$ cat src/rtl/cntr_modulus_down_la.sv
// Modulus down-counter (MOD_VAL-1 .. 0) with a registered zero-lookahead flag driving tc.
// Optional build macro CNTR_MOD_DOWN_LOAD_CLAMP_EN clamps sload data >= MOD_VAL to MOD_VAL-1.
module cntr_modulus_down_la #(
  parameter int WIDTH   = 16,
  parameter int MOD_VAL = 50223
) (
  input  logic             clk,
  input  logic             rst,
  input  logic             ena,
  input  logic             sclear,
  input  logic             sload,
  input  logic [WIDTH-1:0] sdata,
  output logic [WIDTH-1:0] q,
  output logic             tc,
  output logic             cout
);

  // MOD_VAL = 2**WIDTH truncates to all ones, giving a free-running counter.
  localparam logic [WIDTH-1:0] WRAP_VAL = WIDTH'(MOD_VAL - 1);

`ifdef CNTR_MOD_DOWN_LOAD_CLAMP_EN
  localparam logic [WIDTH:0] MOD_EXT = (WIDTH+1)'(MOD_VAL);
`endif

  function automatic logic [WIDTH-1:0] load_value(input logic [WIDTH-1:0] d);
`ifdef CNTR_MOD_DOWN_LOAD_CLAMP_EN
    return ({1'b0, d} >= MOD_EXT) ? WRAP_VAL : d;
`else
    return d;
`endif
  endfunction

  logic             zero_r;
  logic [WIDTH-1:0] load_q;

  assign load_q = load_value(sdata);

  // zero_r is predicted from q==1 so the q next-state mux never compares q against 0.
  always_ff @(posedge clk or posedge rst) begin
    if (rst) begin
      q      <= '0;
      zero_r <= 1'b1;
    end else if (ena) begin
      if (sclear) begin
        q      <= '0;
        zero_r <= 1'b1;
      end else if (sload) begin
        q      <= load_q;
        zero_r <= (load_q == '0);
      end else if (zero_r) begin
        q      <= WRAP_VAL;
        zero_r <= 1'b0;
      end else begin
        q      <= q - WIDTH'(1);
        zero_r <= (q == WIDTH'(1));
      end
    end
  end

  assign tc   = zero_r;
  assign cout = zero_r & ena;

endmodule
$ cat config.mk
export PLATFORM = sky130hd
export DESIGN_NAME = cntr_modulus_down_la
export DESIGN_NICKNAME = d
export VERILOG_FILES = /design/src/rtl/cntr_modulus_down_la.sv
export SDC_FILE = /design/constraint.sdc
export NUM_CORES = 1
export LEC_CHECK = 0
export BUFFER_PORTS_ARGS = -buffer_cell sky130_fd_sc_hd__buf_2
export CORE_AREA = 4 4 74 76
export DETAILED_ROUTE_END_ITERATION = 12
export DIE_AREA = 0 0 78 80
export MAX_ROUTING_LAYER = met4
export PLACE_DENSITY = 0.42
export SETUP_SLACK_MARGIN = 0.5
export SYNTH_ARGS = -nofsm -noshare
export SYNTH_HDL_FRONTEND = slang
export SYNTH_SLANG_ARGS = --single-unit
$ cat constraint.sdc
create_clock -name clk -period 3.1 [get_ports clk]
set_input_delay 0.465 -clock clk [delete_from_list [all_inputs] [get_ports clk]]
set_output_delay 0.465 -clock clk [all_outputs]
set_load 0.02 [all_outputs]
======== Word level (Yosys, flattened, before mapping) ========
Index checks and enable logic that the tools add are counted.
W data, S select, Z words.
word-level totals
  word-level logic and storage cells ...... 12
  bits of input ports ..................... 21
  flip-flop bits (word level) ............. 17
  output and inout bits ................... 18
cells by class
  bitwise gates (word level) .............. 1
  multiplexer cells ....................... 6
  eq/ne operators ......................... 1
  reduce and logical (&&, ||, !) cells .... 1
  $add $sub $neg .......................... 1
operators with widths
  operator                 count
  $mux W16                 3
  $eq A16 B1 Y1 const B    1
  $logic_not A16 Y1        1
  $sub A16 B1 Y16 const B  1
  $mux W1                  3
  $and A1 B1 Y1            1

======== Depth between registers and ports, before layout ========
  depth in word-level cells ............... 4
  gate-level depth with buffers ........... 7
  gate-level depth less buffers ........... 6

======== Worst setup path after synthesis ========
No wires, ideal clock.
  path type ............................... register -> register
  from .................................... register q[0]
  to ...................................... register q[12]
  period minus slack after synthesis ...... 2.121 ns
  path slack .............................. 0.979 ns
  stages on the path, launching flop included .. 8
  data arrival time ....................... 1.995 ns
  path through ............................ dfrtp_1 inv_1 ha_1 or3b_2 clkbuf_1 nor4_1 o21ai_0 a221o_1
between the ends
  word-level cells in the longest chain between the ends .. 4
ends and longest elaborated chain
  element                 line  RTL
  start, declared         13    output logic [WIDTH-1:0] q,
  start signal, assigned  48    q <= load_q;
  start signal, assigned  54    q <= q - WIDTH'(1);
  $sub A16 B1 Y16         54
  $mux W16                50    end else if (zero_r) begin
  $mux W16                47    end else if (sload) begin
  $mux W16                44    if (sclear) begin
No other way between the ends.
A chain may end at the register's enable or synchronous reset.

======== Final worst setup path ========
Ends and elaborated chain as after synthesis.

==> results by group <==
Placement
  – HPWL Detailed: 3076 um
  – GPL Wtd Cong: 0.9035
  – Placed Area: 1418 um^2
  – IO buf count: 38

Drt
  – Routed wire length: 4042 um
  – DRC Markers: 0
  – Vias: 1,270
  – First DRT Iteration DRCs: 110
  – Wire length per cell: ~17 um
  – Number of vias per cell: 5.359
  – Post-route ant nets: 0
  – 1st-pass router iterations: 4

Timing
  – TNS Setup: 0 ns
  – Max Slew Vio Count: 0
  – Max Clock Skew: 0.004955 ns
  – Worst-Margin Slew: 0.6778 ns
  – # setup viols final: 0
  – Final period util: 0.6867
  – RSZ-0062 raised after global routing: no
  – Worst slew margin: 0.5476
  – Max Freq: 0.4697 GHz
  – Min Tclk post-route: 2.129 ns
  – Count of final hold-check violations: 0

Clock network
  – Post-CTS sizing: 0
  – Clock buffer depth: 2
  – Clock root buffer master: clkbuf_8
  – Clock Pin Slew Worst Setup and Hold Paths: 0.07 ns
  – Worst-skew pair later-pin latency: around 0.25 ns
  – TritonCTS Buffers: 3
  – CTS tree: done
  – Setup Buffers After CTS: 0
  – H-tree Lvls: 1
  – Clk sinks: 17
  – Hold buffer count at CTS: 0

Pwr
  – VDD IR max: 0.0001302 V
  – Pleak: 0.0006143 uW
  – Sequential Power Share: 0.438
  – Pwr Density: 435.9 nW/um^2
  – Clock Power Share: 0.267
  – Switch Pwr: 232.6 uW
  – Int Pwr: 405.1 uW
  – Part of the power in combinational logic: 0.295
  – Sw Ratio: 0.3647

Floorplanning
  – Die Y: 80 um
  – Die width: 78 um
  – Initial Util: 0.2503
  – # IOs: 39
  – DIE AREA: 6240 um^2
  – FP Rows: 25
  – Core area: ~4700 um^2

Setup path
  – Worst setup EP type: register
  – Required time of the critical path: 3.24 ns
  – Flop2flop setup slack: 0.97 ns
  – Slowest cell delay on critical path: 0.58 ns
  – Kind of cell adding the most delay to the critical path: simple AND/OR/NAND/NOR gates
  – Crit path kind: reg2reg
  – Critical Path AT: 2.26 ns
  – WP buf/inv: 1
  – Crit-path cells: inv_1 > ha_1 > or3b_2 > nor4_1 > o21ai_0 > a221o_1
  – Crit start category: register
  – Slowest CP cell: or3b_2
  – Worst-path maximum fanout: 10

Global routing
  – Vias in the first global route: 1,276
  – First-pass GRT wire length: 6658 um
  – Largest net degree at the start of global routing: 20
  – Total Routing Usage GR: 0.1376
  – Initial antenna violation count: 0
  – Aggregate global routing overflow: 0

Logic synthesis
  – Sequential area share after synthesis: 0.3608
  – Number of synthesized flops with an enable pin: 0
  – Post-synthesis area per instance: 8.758 um^2
  – Post-synth top area cell: dfrtp_1
  – Post-Synthesis Net Count: around 160
  – Synth cell types: 46
  – Main flop type after synthesis: dfrtp_1
  – Share of the synthesized area in the top cell type: 0.3386
  – Register bit total from synthesis: 17
  – Asr flop ratio synth: 1.000
  – Synth Instances: 135
  – Largest cells by area after synthesis: dfrtp_1, nor4_1, a221o_1
  – Post-Syn Area: roughly 1200 um^2
  – Synthesis Warnings: 0

Final layout
  – Layout area overhead: 23.70%
  – Fill count: ~500
  – Most frequent cells in the layout: buf_2, dfrtp_1, nor2_1, nor4_1
  – Diodes inserted: 0
  – Layout cells sized above 1: 0.2706
  – Design area: about 1500 um^2
  – Multi-input gate area: 690.7 um^2
  – FF+latch area: 426.7 um^2
  – Nets: 194
  – Commonest non-fill, non-tap cell in the layout: buf_2

Min path
  – Path category of the worst min-delay check: in2async

Outcome
  – Status: finished, final reports clean

Job
  – # Max-Cap Violations: 0
logic make-up (layout without fill, tap and decap cells):
kind of cell	count (synthesis)	count (layout)	share of synthesized area
and+or+nand+nor	62	62	0.3027
AOI/OAI and AO/OA	39	39	0.2519
DFF	17	17	0.3608
buffers and inverters	14	49	0.05502
adders and majority gates	2	2	0.02116
muxes	1	1	0.008466
final cells by class:
class                           instances  share of cell area
Sequential cell                        17              0.2917
Multi-Input combinational cell        104              0.4722
Clock buffer                            4             0.03080
Timing Repair Buffer                   38              0.1300
Tap cell                               67             0.05731
Inverter                                7             0.01796
layer usage:
metal | global-route usage | share of wire | up-vias
met1 | 0.1857 | 0.48 | 609
met5 | - | 0 | -
met2 | 0.2123 | 0.45 | 51
met4 | 0.03322 | 0.0047 | 0
met3 | 0.02709 | 0.059 | 2
li1 | - | - | 608
power groups by stage:
stage / logic, uW / clock network [uW] / registers, uW
after floorplan: 99.4 / 0 / 300
after global placement: 187 / 0 / 283
after detailed placement: 188 / 0 / 283
after CTS: 189 / 178 / 279
after global routing: 208 / 189 / 285
final: 188 / 170 / 279
sequential cells by signal, summed over array words and instances, names as in the netlist:
name  cells
q        16
tc        1
worst reg2reg max path, delay by kind of cell, from the launching register on:
family,cells,cell delay (ns)
adders and majority gates,1,0.19
AOI/OAI and AO/OA,2,0.41
and+or+nand+nor,2,0.86
buffers and inverters,1,0.12
DFF,1,0.43
cell usage after synthesis, types with 2 or more instances:
master,instances
a21oi_1,3
a221o_1,5
a22oi_1,3
a311oi_1,2
clkbuf_1,4
dfrtp_1,16
ha_1,2
inv_1,6
nand2_1,5
nand3_1,2
nand4_1,3
nor2_1,13
nor3_1,7
nor4_1,9
o211ai_1,4
o21a_1,2
o21ai_0,7
o22a_1,2
o2bb2ai_1,3
or2_2,2
or3_1,4
or4_1,6
or4b_1,2
final timing paths:
| path | cells after the start | start | endpoint |
|---|---|---|---|
| min | 2 | rst | q[4] |
| max | 6 | q[0] | q[12] |
| max reg2reg | 6 | q[0] | q[12] |
| min in group clk | 2 | sdata[7] | q[7] |
| max in group asynchronous | 2 | rst | q[11] |
| min reg2reg | 1 | q[14] | q[14] |
metrics by stage:
stage	hold WS [ns]	util	power, uW	setup WS (ns)	instances
after floorplan	0.3903	-	399.9	0.9790	135
after global placement	0.5405	0.3001	470.3	0.9581	233
after CTS	0.3350	0.3097	646.1	0.9855	237
final	0.3025	0.3097	637.6	0.9711	237
after global routing	0.3902	0.3097	681.2	0.7572	237
after detailed placement	0.5352	0.3001	471.1	0.9160	233
No activity file was read; power rests on OpenSTA's default activity.
